==> src/rtl/riscv_pkg.sv <==
// -----------------------------------------------------------------------------
// riscv_pkg
// Shared definitions for the RV32I pipeline: the data-access size encodings
// carried on the EX/MEM register and the MEM-stage load/store FSM states.
// No ports (package).
// -----------------------------------------------------------------------------
package riscv_pkg;

  // mem_size encodings; 2'd3 is reserved and treated as an illegal access
  localparam logic [1:0] MEM_B = 2'd0;
  localparam logic [1:0] MEM_H = 2'd1;
  localparam logic [1:0] MEM_W = 2'd2;

  typedef enum logic [1:0] {
    IDLE = 2'd0,
    REQ  = 2'd1,
    WAIT = 2'd2,
    DONE = 2'd3
  } lsu_state_t;

endpackage

==> src/rtl/lsu_align.sv <==
// -----------------------------------------------------------------------------
// lsu_align
// Purely combinational lane logic for the load/store unit.
//   Store side : st_size, st_offset, rs2 -> be (byte enables), wdata (lanes)
//   Load side  : ld_size, ld_offset, ld_sign, rdata -> ldata (extended)
// The store side works on the live EX/MEM request; the load side works on the
// size/offset/sign captured when the transaction was launched.
// -----------------------------------------------------------------------------
module lsu_align
  import riscv_pkg::*;
(
  input  logic [1:0]  st_size,
  input  logic [1:0]  st_offset,
  input  logic [31:0] rs2,
  output logic [3:0]  be,
  output logic [31:0] wdata,
  input  logic [1:0]  ld_size,
  input  logic [1:0]  ld_offset,
  input  logic        ld_sign,
  input  logic [31:0] rdata,
  output logic [31:0] ldata
);

  logic [31:0] shifted;

  // Replicating the narrow store data across all lanes means the memory only
  // has to honour the byte enables; it never needs to know the offset.
  always_comb begin
    be    = 4'b1111;
    wdata = rs2;
    case (st_size)
      MEM_B: begin
        be    = 4'b0001 << st_offset;
        wdata = {4{rs2[7:0]}};
      end
      MEM_H: begin
        be    = 4'b0011 << st_offset;
        wdata = {2{rs2[15:0]}};
      end
      default: begin
        be    = 4'b1111;
        wdata = rs2;
      end
    endcase
  end

  // Bring the addressed lane down to bit 0, then extend; word loads ignore sign.
  always_comb begin
    shifted = rdata >> {ld_offset, 3'b000};
    ldata   = shifted;
    case (ld_size)
      MEM_B:   ldata = {{24{ld_sign & shifted[7]}}, shifted[7:0]};
      MEM_H:   ldata = {{16{ld_sign & shifted[15]}}, shifted[15:0]};
      default: ldata = shifted;
    endcase
  end

endmodule

==> src/rtl/mem_stage_lsu.sv <==
// -----------------------------------------------------------------------------
// mem_stage_lsu
// Memory-stage load/store unit. Runs one req/gnt/rvalid bus transaction per
// EX/MEM access and stalls the upstream pipeline while it is in flight.
//   clk, reset (async, active-low)
//   EX/MEM side : mem_read, mem_write, sign, mem_size, alu, rs2
//   Bus side    : bus_req, bus_we, bus_addr, bus_be, bus_wdata (out, registered)
//                 bus_gnt, bus_rvalid, bus_rdata (in)
//   Pipeline    : stall (comb), load_data/load_valid (registered), fault (pulse)
// -----------------------------------------------------------------------------
module mem_stage_lsu
  import riscv_pkg::*;
#(
  parameter int ADDR_W = 32
) (
  input  logic              clk,
  input  logic              reset,
  input  logic              mem_read,
  input  logic              mem_write,
  input  logic              sign,
  input  logic [1:0]        mem_size,
  input  logic [31:0]       alu,
  input  logic [31:0]       rs2,
  output logic              bus_req,
  output logic              bus_we,
  output logic [ADDR_W-1:0] bus_addr,
  output logic [3:0]        bus_be,
  output logic [31:0]       bus_wdata,
  input  logic              bus_gnt,
  input  logic              bus_rvalid,
  input  logic [31:0]       bus_rdata,
  output logic              stall,
  output logic [31:0]       load_data,
  output logic              load_valid,
  output logic              fault
);

  lsu_state_t  state_q, state_d;

  logic        access;
  logic        illegal;
  logic        launch;
  logic [3:0]  st_be;
  logic [31:0] st_wdata;
  logic [31:0] ld_data;

  // Load-side context kept from launch so the result is independent of
  // whatever EX/MEM shows later.
  logic [1:0]  off_q;
  logic [1:0]  size_q;
  logic        sign_q;

  assign access  = mem_read | mem_write;
  assign illegal = (mem_read & mem_write)
                 | (mem_size == 2'd3)
                 | ((mem_size == MEM_H) & alu[0])
                 | ((mem_size == MEM_W) & (alu[1:0] != 2'b00));
  assign launch  = (state_q == IDLE) & access & ~illegal;

  // Gated with reset so the stall drops immediately when reset is asserted,
  // even if EX/MEM still shows a valid access.
  assign stall = reset & (launch | (state_q == REQ) | (state_q == WAIT));

  lsu_align u_align (
    .st_size   (mem_size),
    .st_offset (alu[1:0]),
    .rs2       (rs2),
    .be        (st_be),
    .wdata     (st_wdata),
    .ld_size   (size_q),
    .ld_offset (off_q),
    .ld_sign   (sign_q),
    .rdata     (bus_rdata),
    .ldata     (ld_data)
  );

  always_comb begin
    state_d = state_q;
    case (state_q)
      IDLE:    if (launch) state_d = REQ;
      REQ:     if (bus_gnt) state_d = bus_we ? DONE : WAIT;
      WAIT:    if (bus_rvalid) state_d = DONE;
      DONE:    state_d = IDLE;
      default: state_d = IDLE;
    endcase
  end

  // fault and load_valid default low every cycle so they can only ever be
  // single-cycle pulses; bus fields are frozen between launch and the next one.
  always_ff @(posedge clk or negedge reset) begin
    if (!reset) begin
      state_q    <= IDLE;
      bus_req    <= 1'b0;
      bus_we     <= 1'b0;
      bus_addr   <= '0;
      bus_be     <= 4'b0000;
      bus_wdata  <= 32'h0;
      off_q      <= 2'b00;
      size_q     <= MEM_B;
      sign_q     <= 1'b0;
      load_data  <= 32'h0;
      load_valid <= 1'b0;
      fault      <= 1'b0;
    end else begin
      state_q    <= state_d;
      fault      <= 1'b0;
      load_valid <= 1'b0;
      case (state_q)
        IDLE: begin
          if (access && illegal) begin
            fault <= 1'b1;
          end else if (launch) begin
            bus_req   <= 1'b1;
            bus_we    <= mem_write;
            bus_addr  <= {alu[ADDR_W-1:2], 2'b00};
            bus_be    <= st_be;
            bus_wdata <= st_wdata;
            off_q     <= alu[1:0];
            size_q    <= mem_size;
            sign_q    <= sign;
          end
        end
        REQ: begin
          if (bus_gnt) bus_req <= 1'b0;
        end
        WAIT: begin
          if (bus_rvalid) begin
            load_data  <= ld_data;
            load_valid <= 1'b1;
          end
        end
        default: ;
      endcase
    end
  end

endmodule

==> config.mk <==
export PLATFORM = sky130hd
export DESIGN_NAME = mem_stage_lsu
export DESIGN_NICKNAME = d
export VERILOG_FILES = /design/src/rtl/riscv_pkg.sv /design/src/rtl/lsu_align.sv /design/src/rtl/mem_stage_lsu.sv
export SDC_FILE = /design/constraint.sdc
export NUM_CORES = 1
export LEC_CHECK = 0
export BUFFER_PORTS_ARGS = -buffer_cell sky130_fd_sc_hd__buf_2
export CORE_UTILIZATION = 35
export DETAILED_ROUTE_END_ITERATION = 8
export HOLD_SLACK_MARGIN = 0.02
export PLACE_DENSITY = 0.65
export RECOVER_POWER = 50
export SLEW_MARGIN = 20
export SYNTH_ARGS = -nofsm -noshare
export SYNTH_HDL_FRONTEND = slang
export SYNTH_SLANG_ARGS = --single-unit
export TNS_END_PERCENT = 10
==> constraint.sdc <==
create_clock -name clk -period 2.5 [get_ports clk]
set_input_delay 0.75 -clock clk [delete_from_list [all_inputs] [get_ports clk]]
set_output_delay 0.75 -clock clk [all_outputs]
set_load 0.02 [all_outputs]
# Yosys cells after proc, flatten, opt, wreduce, memory -nomap -nowiden
# Index checks and enable logic that the tools add are counted.
# word_totals
elab_cells	68
inputBits	105
output_inout_bits	105
ff_bits	109
# classes
n_eq_ne	11
n_shift	3
muxes	16
n_reduce_logical	10
n_bitwise	16
# ops
cell	n
$pmux W32 S2	2
$shr A32 B5 Y32	1
$and A1 B1 Y1	8
$eq A2 B2 Y1 const B	4
$mux W1	8
$ne A2 B2 Y1 const B	4
$pmux W2 S4	1
$pmux W4 S2	1
$eq A2 B1 Y1 const B	3
$logic_not A2 Y1	3
$mux W2	3
$or A1 B1 Y1	6
$reduce_and A3 Y1	2
$reduce_and A4 Y1	1
$reduce_bool A2 Y1	2
$shl A1 B2 Y4 const A	1
$shl A2 B2 Y4 const A	1
$not A1 Y1	2
$pmux W1 S2	1
$reduce_and A2 Y1	1
$logic_and A1 B1 Y1	1

# Logic depth before layout (Yosys ltp)
# Gate-level depths: netlist (run 1).
# logic_depth
ltp_word	9
mapped_depth	7
ltp_nobuf	6

# Modules after synthesis
# Synthesis (run 1) repeated with hierarchy kept, for this count alone.
# unflattened
hier_cells	426
hier_area_um2	5480.3
# by_module_without_submodules
mod	n_inst	area_per_inst_um2	cells_per_inst
mem_stage_lsu	1	4210.3	258
lsu_align	1	1270.0	168

# Worst setup path before layout (run 1)
# Ideal clock, no wire load.
# synth_timing
kind	input to output
startpoint	in mem_size[0]
endpoint	out stall
path_slack_ps	-322
path_stages	6
arrival_time_ps	2072
cell_sequence	buf_2 > nor3_2 > o211ai_1 > buf_4 > buf_2 > a21boi_0
# synth_via
elab_chain_len	9
elab_cells_between_ends	13
# synth_rtl
element	line	text
from (decl)	mem_stage_lsu.sv:21	input logic [1:0] mem_size,
$eq A2 B2 Y1 or $eq A2 B1 Y1 (tied branches)	mem_stage_lsu.sv:55, mem_stage_lsu.sv:56	
$or A1 B1 Y1 or $and A1 B1 Y1 (tied branches)	mem_stage_lsu.sv:55, mem_stage_lsu.sv:56	
$or A1 B1 Y1	mem_stage_lsu.sv:56	| ((mem_size == MEM_H) & alu[0])
$or A1 B1 Y1 *	mem_stage_lsu.sv:57	| ((mem_size == MEM_W) & (alu[1:0] != 2'b00));
$not A1 Y1 *	mem_stage_lsu.sv:58	assign launch = (state_q == IDLE) & access & ~illegal;
$and A1 B1 Y1 *	mem_stage_lsu.sv:58	
$or A1 B1 Y1 * (2 in a row)	mem_stage_lsu.sv:62	assign stall = reset & (launch | (state_q == REQ) | (state_q == WAIT));
$and A1 B1 Y1 *	mem_stage_lsu.sv:62	
to (decl)	mem_stage_lsu.sv:32	output logic stall,
# Mark *: on every way between the ends. The rest lies on a longest branch, timed or not.

# Worst setup path in the final report (run 1)
# layout_timing
startpoint	in alu[0]
endpoint	out stall
# layout_via
elab_chain_len	8
elab_cells_between_ends	10
# layout_rtl
element	line	text
from (decl)	mem_stage_lsu.sv:22	input logic [31:0] alu,
$and A1 B1 Y1 or $reduce_bool A2 Y1 (tied branches)	mem_stage_lsu.sv:56, mem_stage_lsu.sv:57	
$or A1 B1 Y1 or $and A1 B1 Y1 (tied branches)	mem_stage_lsu.sv:56, mem_stage_lsu.sv:57	
$or A1 B1 Y1 *	mem_stage_lsu.sv:57	
$not A1 Y1 *	mem_stage_lsu.sv:58	
$and A1 B1 Y1 *	mem_stage_lsu.sv:58	
$or A1 B1 Y1 * (2 in a row)	mem_stage_lsu.sv:62	
$and A1 B1 Y1 *	mem_stage_lsu.sv:62	
# Marked as above.

==> flow_summary.yaml, run 1 <==
outcome:
  status: "complete, but fails checks"
  violations: "capacitance limit, slew limit"
critical_path:
  cp_slowest_cell: "a21oi_2"
  worstPathArrival_ns: 1.63
  start_kind: "primary input"
  path_class: "in2out"
  crit_chain: "buf_2 > a21oi_2 > o211ai_1 > a21boi_4 > buf_2"
  slowest_delay_ns: 0.20
  crit_fanout: 7
  reg2reg_depth: 6
  worstPathRequired_ns: 1.75
  worstSetupEndpointType: "output pin"
  crit_top_cell: "buf_2"
detailed_routing:
  drt-wirelength-per-cell_um: 15.63
  wirelength_um: 13040
  firstDrtPassIters: 5
  num_vias: 4201
  drt_iter0_markers: 191
  drtAntennaViolNets: 0
  drc: 0
  vias_per_cell: 5.037
clock_network:
  cts.sinks: 109
  numCtsBuffers: 9
  cts_hold_buf: 0
  post_cts_resized: 0
  clock_latency_ns: 0.34
  post_cts_buffers: 0
  cts.htree.levels: 3
  clockRootBuffer: "clkbuf_16"
  clockBufferDepth: 2
  cts_tree: "done"
  clk_pin_slew_ns: 0.07
global_route:
  track_usage_pct: 17.53
  grt_overflow: 0
  grt_pass1_wl_um: 20470
  globalRouteMet1Util_pct: 22.06
  top_usage_layer: "met2"
  grt_antenna_before_repair: 0
  grt_max_degree: 110
  use_met2_pct: 28.37
  met3_usage_pct: 5.112
  grt_pass1_vias: 4112
min_path:
  hold_path_depth: 2
  hold_path.class: "reg2reg"
finish:
  nets: 758
  final_common_cell: "buf_2"
  area_delta_synth_final_pct: 28.55
  drive_gt1_share_pct: 35.63
  register_area_um2: 2728
  num_antenna_cells: 0
  layout_common_cells: "buf_2, dfrtp_1, nand2_1"
  fillers: 1373
  final_util_pct: 46.58
  multi_input_area_um2: 2178
pwr:
  p_per_area_nw_per_um2: 1300
  ir_worst_vdd_mv: 0.5279
  finalPower_mw: 8.504
  p_leak_nw: 3.155
synth:
  yosysTopAreaCell: "dfrtp_1"
  synth.ff_latch_count: 109
  synth_area_leaders: "dfrtp_1, mux2_2, mux2i_1, nand2_1, mux2_1"
  synth_cells: 448
  synth_area_um2: 5089
  ys_warn_count: 0
  synth.distinct_cells: 38
  synthesis.area_per_instance_um2: 11.36
  synth_top_area_share_pct: 53.60
  seq_area_frac_synth_pct: 53.60
placed_design:
  io_buffers: 207
  place_ws_ns: 0.07867
  gp_congestion: 0.8246
  place_hpwl_um: 9542
floorplan:
  coreArea_um2: 14040
  die-area_um2: 15020
  io_pins: 210
  row_count: 43
  start_util_pct: 36.24
  fp.dieH_um: 122.6
  die_width_um: 122.6
timing:
  finalSetupTns_ns: 0
  worst_slew_pin_slew_ns: 1.516
  max-slew-margin-rel_pct: -1.061
  finalSetupViolCount: 0
  clock_skew_ns: 0.003840
  finalMaxSlewViolations: 109
  fin_crit_ns: 2.380
  fin_crit_sh_pct: 95.20
  rsz0062_at_grt: "no"
  max_freq_ghz: 0.4202
  final.setup.worst_slack_ns: 0.1200
  hold_viol_final: 0
flow_run:
  drv_cap: 1
-- worst paths after layout --
kind | from | end | slack (ns)
setup / recovery | alu[0] | stall | 0.12
hold / removal | bus_be[2] | bus_be[2] | 0.48
setup reg to reg | state_q[0] | load_data[6] | 0.47
hold reg to reg | bus_be[2] | bus_be[2] | 0.48
max in group asynchronous | reset | bus_wdata[13] | 0.51
min in group asynchronous | reset | bus_req | 1.03
-- state kept, by name, indices dropped and copies added (netlist names), 2 cells and up --
signal	count
bus_wdata	32
load_data	32
bus_addr	30
bus_be	4
off_q	2
size_q	2
state_q	2
-- per-layer routing --
layer	up-vias	part of all wire, %
met5	-	0
met4	0	1.4
met3	15	8.3
met2	172	46
met1	2036	44
li1	1978	-
-- worst max-delay path: cells and delay by family --
family / cells / cell delay (ns)
buf+inv: 2 / 0.32
compound gates: 3 / 0.55
-- through the flow --
step | instance area [um2] | cells | hold WS (ns)
6_report | 6541 | 834 | 0.4787
5_1_grt | 6541 | 834 | 0.5142
4_1_cts | 6608 | 834 | 0.4862
3_5_place_dp | 6306 | 819 | 0.4695
3_3_place_gp | 6306 | 819 | 0.4605
2_1_floorplan | 5104 | 449 | 0.4544
-- cell usage after synthesis, drive strengths merged --
| master | instances |
|---|---|
| dfrtp | 109 |
| mux2 | 53 |
| nand2 | 52 |
| mux2i | 39 |
| nor2 | 37 |
| o21ai | 31 |
| a21oi | 28 |
| buf | 21 |
| clkbuf | 9 |
| nor2b | 9 |
| o22a | 8 |
| o2bb2ai | 8 |
| a211oi | 7 |
| a22oi | 7 |
| inv | 7 |
| nand2b | 4 |
| ha | 3 |
| nand3 | 2 |
| o211ai | 2 |
| a21boi | 1 |
| a221oi | 1 |
| a222oi | 1 |
| a311o | 1 |
| conb | 1 |
| mux4 | 1 |
| nand4 | 1 |
| nor3 | 1 |
| o21a | 1 |
| o22ai | 1 |
| o311ai | 1 |
| xor2 | 1 |
-- cells by family (layout without fill, tap and decap cells) --
| group | after synthesis | after routing | synth area share [%] |
|---|---|---|---|
| AO/OA/AOI/OAI | 98 | 98 | 12.71 |
| XOR/XNOR | 1 | 1 | 0.1721 |
| adder cells (fa/ha/maj) | 3 | 3 | 0.7377 |
| buffers and inverters | 37 | 242 | 4.131 |
| flip-flops | 109 | 109 | 53.60 |
| multiplexers | 93 | 93 | 19.84 |
| other | 1 | 2 | 0.07369 |
| AND/OR/NAND/NOR | 106 | 106 | 8.729 |
-- cell type report --
class	instances	area share [%]
Sequential cell	109	41.70
Multi-Input combinational cell	303	33.30
Timing Repair Buffer	220	16.55
Clock buffer	12	3.921
Tap cell	180	3.443
Clock inverter	3	0.6886
Inverter	7	0.4017
-- report_power, final --
group | switching, mW | internal (mW)
clock | 0.623 | 0.827
combinational | 2.45 | 1.48
sequential | 0.497 | 2.63
total | 3.57 | 4.94
Note: power is estimated with default switching activity, not from simulation.
==> run 2: changes to the inputs <==
--- a/config.mk
+++ b/config.mk
@@ -5,12 +5,13 @@
 export SDC_FILE = /design/constraint.sdc
 export NUM_CORES = 1
 export LEC_CHECK = 0
+export ABC_AREA = 1
 export BUFFER_PORTS_ARGS = -buffer_cell sky130_fd_sc_hd__buf_2
 export CORE_UTILIZATION = 35
 export DETAILED_ROUTE_END_ITERATION = 8
-export HOLD_SLACK_MARGIN = 0.02
 export PLACE_DENSITY = 0.65
 export RECOVER_POWER = 50
+export REMOVE_ABC_BUFFERS = 1
 export SLEW_MARGIN = 20
 export SYNTH_ARGS = -nofsm -noshare
 export SYNTH_HDL_FRONTEND = slang
==> run 2 against run 1 <==
Effect of this change: the run ends with slew limit left; critical path depth increased by 2; first-iteration DRC count grew 43%; global-route usage is 2.4 points higher; clock power grew 9%; register-to-register slack better by 0.11 ns; synthesized area is 6.0% higher; worst setup slack better by 0.017 ns; utilization down 1.3 points; power grew 5.0%; critical path type is now reg2out.
==> flow_summary.yaml, run 2 <==
timing:
  max-slew-margin-rel_pct: -0.9548
  max_freq_ghz: 0.4232
  holdWs_ns: 0.4762
  hold_viol_final: 0
  rsz0062_at_grt: "no"
  finalSetupViolCount: 0
  clock_skew_ns: 0.006359
  fin_crit_sh_pct: 94.53
  worst_slew_pin_slew_ns: 1.514
  finalSetupTns_ns: 0
  final.setup.worst_slack_ns: 0.1368
  fin_crit_ns: 2.363
  finalMaxSlewViolations: 109
clock_network:
  clock_latency_ns: 0.35
  cts.sinks: 109
  clockBufferDepth: 2
  cts.htree.levels: 3
  cts_tree: "done"
  clk_pin_slew_ns: 0.08
  post_cts_buffers: 0
  numCtsBuffers: 9
  clockRootBuffer: "clkbuf_16"
finish:
  nets: 1003
  num_antenna_cells: 0
  layout_common_cells: "nand2_1, buf_2, dfrtp_1"
  area_delta_synth_final_pct: 27.13
  top_regs: "bus_wdata (32), load_data (32), bus_addr (30)"
  final_common_cell: "nand2_1"
  final_util_pct: 45.30
  postLayoutCellArea_um2: 6860
  drive_gt1_share_pct: 26.78
  stdcell_count: 1088
outcome:
  status: "complete, but fails checks"
  violations: "slew limit"
detailed_routing:
  met3WireLength_um: 1219
  firstDrtPassIters: 5
  wirelength_um: 15180
  drt-wirelength-per-cell_um: 13.95
  wl_met1_um: 7038
  drc: 0
  num_vias: 5146
  vias_per_cell: 4.730
  drt_iter0_markers: 273
  dr_wl_met2_um: 6762
  routed.top_layer: "met4"
  drtAntennaViolNets: 0
pwr:
  p_sw_mw: 3.988
  ir_worst_vdd_mv: 0.5675
  internal_power_mw: 4.942
  pwr-share-clk_pct: 17.7
  p_sw_share_pct: 44.66
  p_per_area_nw_per_um2: 1302
  finalPower_mw: 8.930
  power_frac_comb_pct: 47.8
  seqPwrFrac_pct: 34.5
  p_leak_nw: 3.788
critical_path:
  path_class: "reg2out"
  worstSetupEndpointType: "output pin"
  worstPathArrival_ns: 1.61
  crit_fanout: 5
  worstPathRequired_ns: 1.75
  start_kind: "register"
floorplan:
  start_util_pct: 35.63
  io_pins: 210
  fp.dieH_um: 126.2
  row_count: 45
  coreArea_um2: 15150
  die_width_um: 126.2
  die-area_um2: 15920
placed_design:
  gp_congestion: 0.8052
  place_hpwl_um: 10440
  io_buffers: 207
  place_inst: 1072
  place_ws_ns: 0.05678
  dpl-instance-area_um2: 6579
synth:
  synth.distinct_cells: 27
  ys_top_cells_by_count: "nand2_1, dfrtp_1, nand3_1, inv_1, nor2_1"
  synthesis.area_per_instance_um2: 7.687
  ys.flop_type: "dfrtp_1"
  synth-edff-count: 0
  synth_area_leaders: "dfrtp_1, nand2_1, nand3_1, or2_2, inv_1"
  synth_cells: 702
  synth_top_area_share_pct: 50.54
  yosysMostFrequentCell: "nand2_1"
  ys_warn_count: 0
  yosysTopAreaCell: "dfrtp_1"
  synth-async-reset-ratio_pct: 100.0
  seq_area_frac_synth_pct: 50.54
  synth.ff_latch_count: 109
  synth_area_um2: 5396
global_route:
  grt_pass1_wl_um: 24900
  grt_antenna_before_repair: 0
  track_usage_pct: 19.92
  grt_overflow: 0
  grt_max_degree: 110
  grt_pass1_vias: 4800
flow_run:
  drv_cap: 0
min_path:
  hold_path.class: "reg2reg"
[run 2: timing repair]
item	CTS	global route
gates resized for setup	3	5
setup endpoints to repair	1	1
hold buffers	0	0
[run 2: worst paths after layout]
| check | startpoint | end | slack [ns] | depth (start not counted) |
|---|---|---|---|---|
| hold reg to reg | bus_req | bus_req | 0.48 | 2 |
| hold / removal | bus_req | bus_req | 0.48 | 2 |
| setup reg to reg | state_q[0] | load_data[11] | 0.58 | 8 |
| setup / recovery | state_q[0] | stall | 0.14 | 7 |
| max in group asynchronous | reset | state_q[0] | 0.52 | 2 |
| min in group asynchronous | reset | load_data[9] | 0.91 | 2 |
[run 2: logic make-up after synthesis]
kind of cell | count (synthesis) | share of synthesized area [%]
AOI/OAI and AO/OA | 92 | 8.718
adders and majority gates | 3 | 0.6956
buffers and inverters | 89 | 8.022
DFF | 109 | 50.54
other | 1 | 0.06949
and+or+nand+nor | 408 | 31.95
[run 2: cell type report]
class / instances / area, um2
Clock inverter: 7 / 102.6
Clock buffer: 9 / 225.2
Multi-Input combinational cell: 505 / 2262
Timing Repair Buffer: 222 / 1126
Tap cell: 188 / 235.2
Fill cell: 1600 / 8285
Inverter: 48 / 180.2
Sequential cell: 109 / 2729
[run 2: power groups by stage]
stage                     Combinational [mW]  Sequential, mW  Clock [mW]
after global routing                    4.78            3.19        1.71
after CTS                               4.41            3.07        1.64
after global placement                  4.33            3.08           0
final                                   4.27            3.08        1.58
after detailed placement                4.40            3.07           0
after floorplan                         1.80            4.06           0
[run 2: metal layers]
layer / vias up / GRT usage (%)
met5: - / 0
met4: 0 / 6.166
met3: 10 / 5.055
met2: 207 / 30.94
met1: 2339 / 27.26
li1: 2590 / -
[run 2: critical path, stage by stage (launching register included)]
cell      delay (ns)
dfrtp_2         0.45
inv_2           0.09
ha_4            0.16
o21ai_1         0.08
inv_1           0.10
nand3_4         0.10
a21boi_1        0.13
buf_4           0.16
==> run 3: changes to the inputs <==
--- a/config.mk
+++ b/config.mk
@@ -7,9 +7,10 @@
 export LEC_CHECK = 0
 export ABC_AREA = 1
 export BUFFER_PORTS_ARGS = -buffer_cell sky130_fd_sc_hd__buf_2
-export CORE_UTILIZATION = 35
+export CORE_MARGIN = 2
+export CORE_UTILIZATION = 49
 export DETAILED_ROUTE_END_ITERATION = 8
-export PLACE_DENSITY = 0.65
+export PLACE_DENSITY = 0.84
 export RECOVER_POWER = 50
 export REMOVE_ABC_BUFFERS = 1
 export SLEW_MARGIN = 20
==> run 3 against run 2 <==
Effect of this change: the flow now finishes without violations; register-to-register slack lost 0.14 ns; die area decreased by 25%; worst setup slack worse by 0.022 ns; clock-buffer cell count rose by 1; non-clock buffer count grew 10; via count increased by 1.3%; final area shrank 2.1%; clock skew increased by 0.0084 ns; flip-flop and latch count did not move; highest routed layer unchanged.
==> flow_summary.yaml, run 3 (synthesized netlist as in run 2, its figures left out) <==
clock_network:
  clockBufferDepth: 2
  cts.sinks: 109
  cts_hold_buf: 0
  numCtsBuffers: 9
  cts.htree.levels: 3
  clock_latency_ns: 0.37
  clockRootBuffer: "clkbuf_8"
  cts_tree: "done"
  clk_pin_slew_ns: 0.10
floorplan:
  die-area_um2: 11870
  fp.dieH_um: 108.9
  coreArea_um2: 10790
  start_util_pct: 50.00
  die_width_um: 108.9
  io_pins: 210
  row_count: 38
timing:
  fin_crit_sh_pct: 95.39
  finalMaxSlewViolations: 0
  clock_skew_ns: 0.01476
  max-slew-margin-rel_pct: 2.650
  holdWs_ns: 0.4860
  max_freq_ghz: 0.4193
  finalSetupViolCount: 0
  hold_viol_final: 0
  fin_crit_ns: 2.385
  rsz0062_at_grt: "no"
  worst_slew_pin_slew_ns: 1.460
pwr:
  p_leak_nw: 3.759
  internal_power_mw: 4.574
  power_frac_comb_pct: 50.8
  p_sw_mw: 3.946
  p_per_area_nw_per_um2: 1269
  seqPwrFrac_pct: 36.5
  p_sw_share_pct: 46.31
  pwr-share-clk_pct: 12.7
  ir_worst_vdd_mv: 0.6064
global_route:
  grt_antenna_before_repair: 0
  grt_max_degree: 110
  grt_overflow: 0
  grt_pass1_wl_um: 22890
  grt_pass1_vias: 4763
  track_usage_pct: 24.81
detailed_routing:
  drtAntennaViolNets: 0
  drt-wirelength-per-cell_um: 13.78
  drc: 0
  vias_per_cell: 4.963
  drt_iter0_markers: 332
  wirelength_um: 14470
  num_vias: 5211
  firstDrtPassIters: 6
finish:
  final_util_pct: 62.23
  register_area_um2: 2728
  stdcell_count: 1050
  num_antenna_cells: 0
  fillers: 1030
  layout_common_cells: "nand2_1, buf_2, dfrtp_1"
  final_common_cell: "nand2_1"
  drive_gt1_share_pct: 27.14
  area_delta_synth_final_pct: 24.46
  multi_input_area_um2: 2262
  nets: 1013
  top_regs: "bus_wdata (32), load_data (32), bus_addr (30)"
flow_run:
  drv_cap: 0
critical_path:
  worstSetupEndpointType: "output pin"
  worstPathRequired_ns: 1.75
  worstPathArrival_ns: 1.63
  path_class: "reg2out"
  crit_fanout: 3
  start_kind: "register"
placed_design:
  io_buffers: 207
  gp_congestion: 0.8576
  place_inst: 1029
  place_hpwl_um: 10440
min_path:
  hold_path.class: "reg2reg"
outcome:
  status: "complete, no violations"
run 3: timing repair:
action	in CTS	in global routing
setup buffers	1	4
endpoints found under the hold margin	0	0
gates resized for setup	4	5
pin swaps	0	2
endpoints found under the setup margin	1	1
cloned	0	0
run 3: path summary, 6_finish.rpt:
check / start / to / slack (ns) / cells after the start
max in group asynchronous: reset / load_data[22] / 0.56 / 2
setup / recovery: state_q[1] / stall / 0.12 / 8
min in group asynchronous: reset / load_data[18] / 1.00 / 2
hold / removal: bus_addr[26] / bus_addr[26] / 0.49 / 2
hold reg to reg: bus_addr[26] / bus_addr[26] / 0.49 / 2
setup reg to reg: state_q[1] / bus_wdata[11] / 0.44 / 8
run 3: metal layers:
layer	share of wire [%]	GRT usage (%)	routed length (um)	vias to the layer above
met5	0	0	0	-
met4	1.5	7.784	216	0
met3	8.6	5.200	1244	15
met2	48	41.08	6917	212
met1	42	32.74	6092	2386
li1	-	-	-	2598
run 3: critical path, cell delays in order, from the launching register on:
cell and delay (ns):
dfrtp_1 0.42, inv_2 0.11, ha_4 0.16, o21ai_2 0.06
inv_1 0.08, nand3_4 0.08, a21boi_2 0.13, buf_4 0.13
buf_6 0.11
run 3: layout make-up:
class / instances / share of cell area, %
clock buffer: 10 / 1.900
timing repair buffer: 232 / 17.47
multi-input combinational: 505 / 33.68
inverter: 48 / 2.683
clock inverter: 6 / 1.043
tap: 140 / 2.608
sequential: 109 / 40.61
run 3: power by group through the flow:
stage                     combinational, mW  clock (mW)  sequential (mW)
after global routing                   4.80        1.19             3.22
after global placement                 4.24           0             3.12
after CTS                              4.39        1.11             3.11
final                                  4.33        1.08             3.11
after detailed placement               4.36           0             3.11
after floorplan                        1.80           0             4.06
run 3: through the flow:
| step | setup TNS (ns) | area (um2) | power [mW] | setup WS [ns] |
|---|---|---|---|---|
| global placement | 0 | 6531 | 7.353 | 0.03814 |
| CTS | 0 | 6749 | 8.606 | 0.007306 |
| finish | 0 | 6716 | 8.520 | 0.1152 |
| global route | 0 | 6716 | 9.211 | 0.008074 |
| detailed placement | 0 | 6531 | 7.467 | 0.02098 |
| floorplan | -38.98 | 5147 | 5.851 | -1.206 |
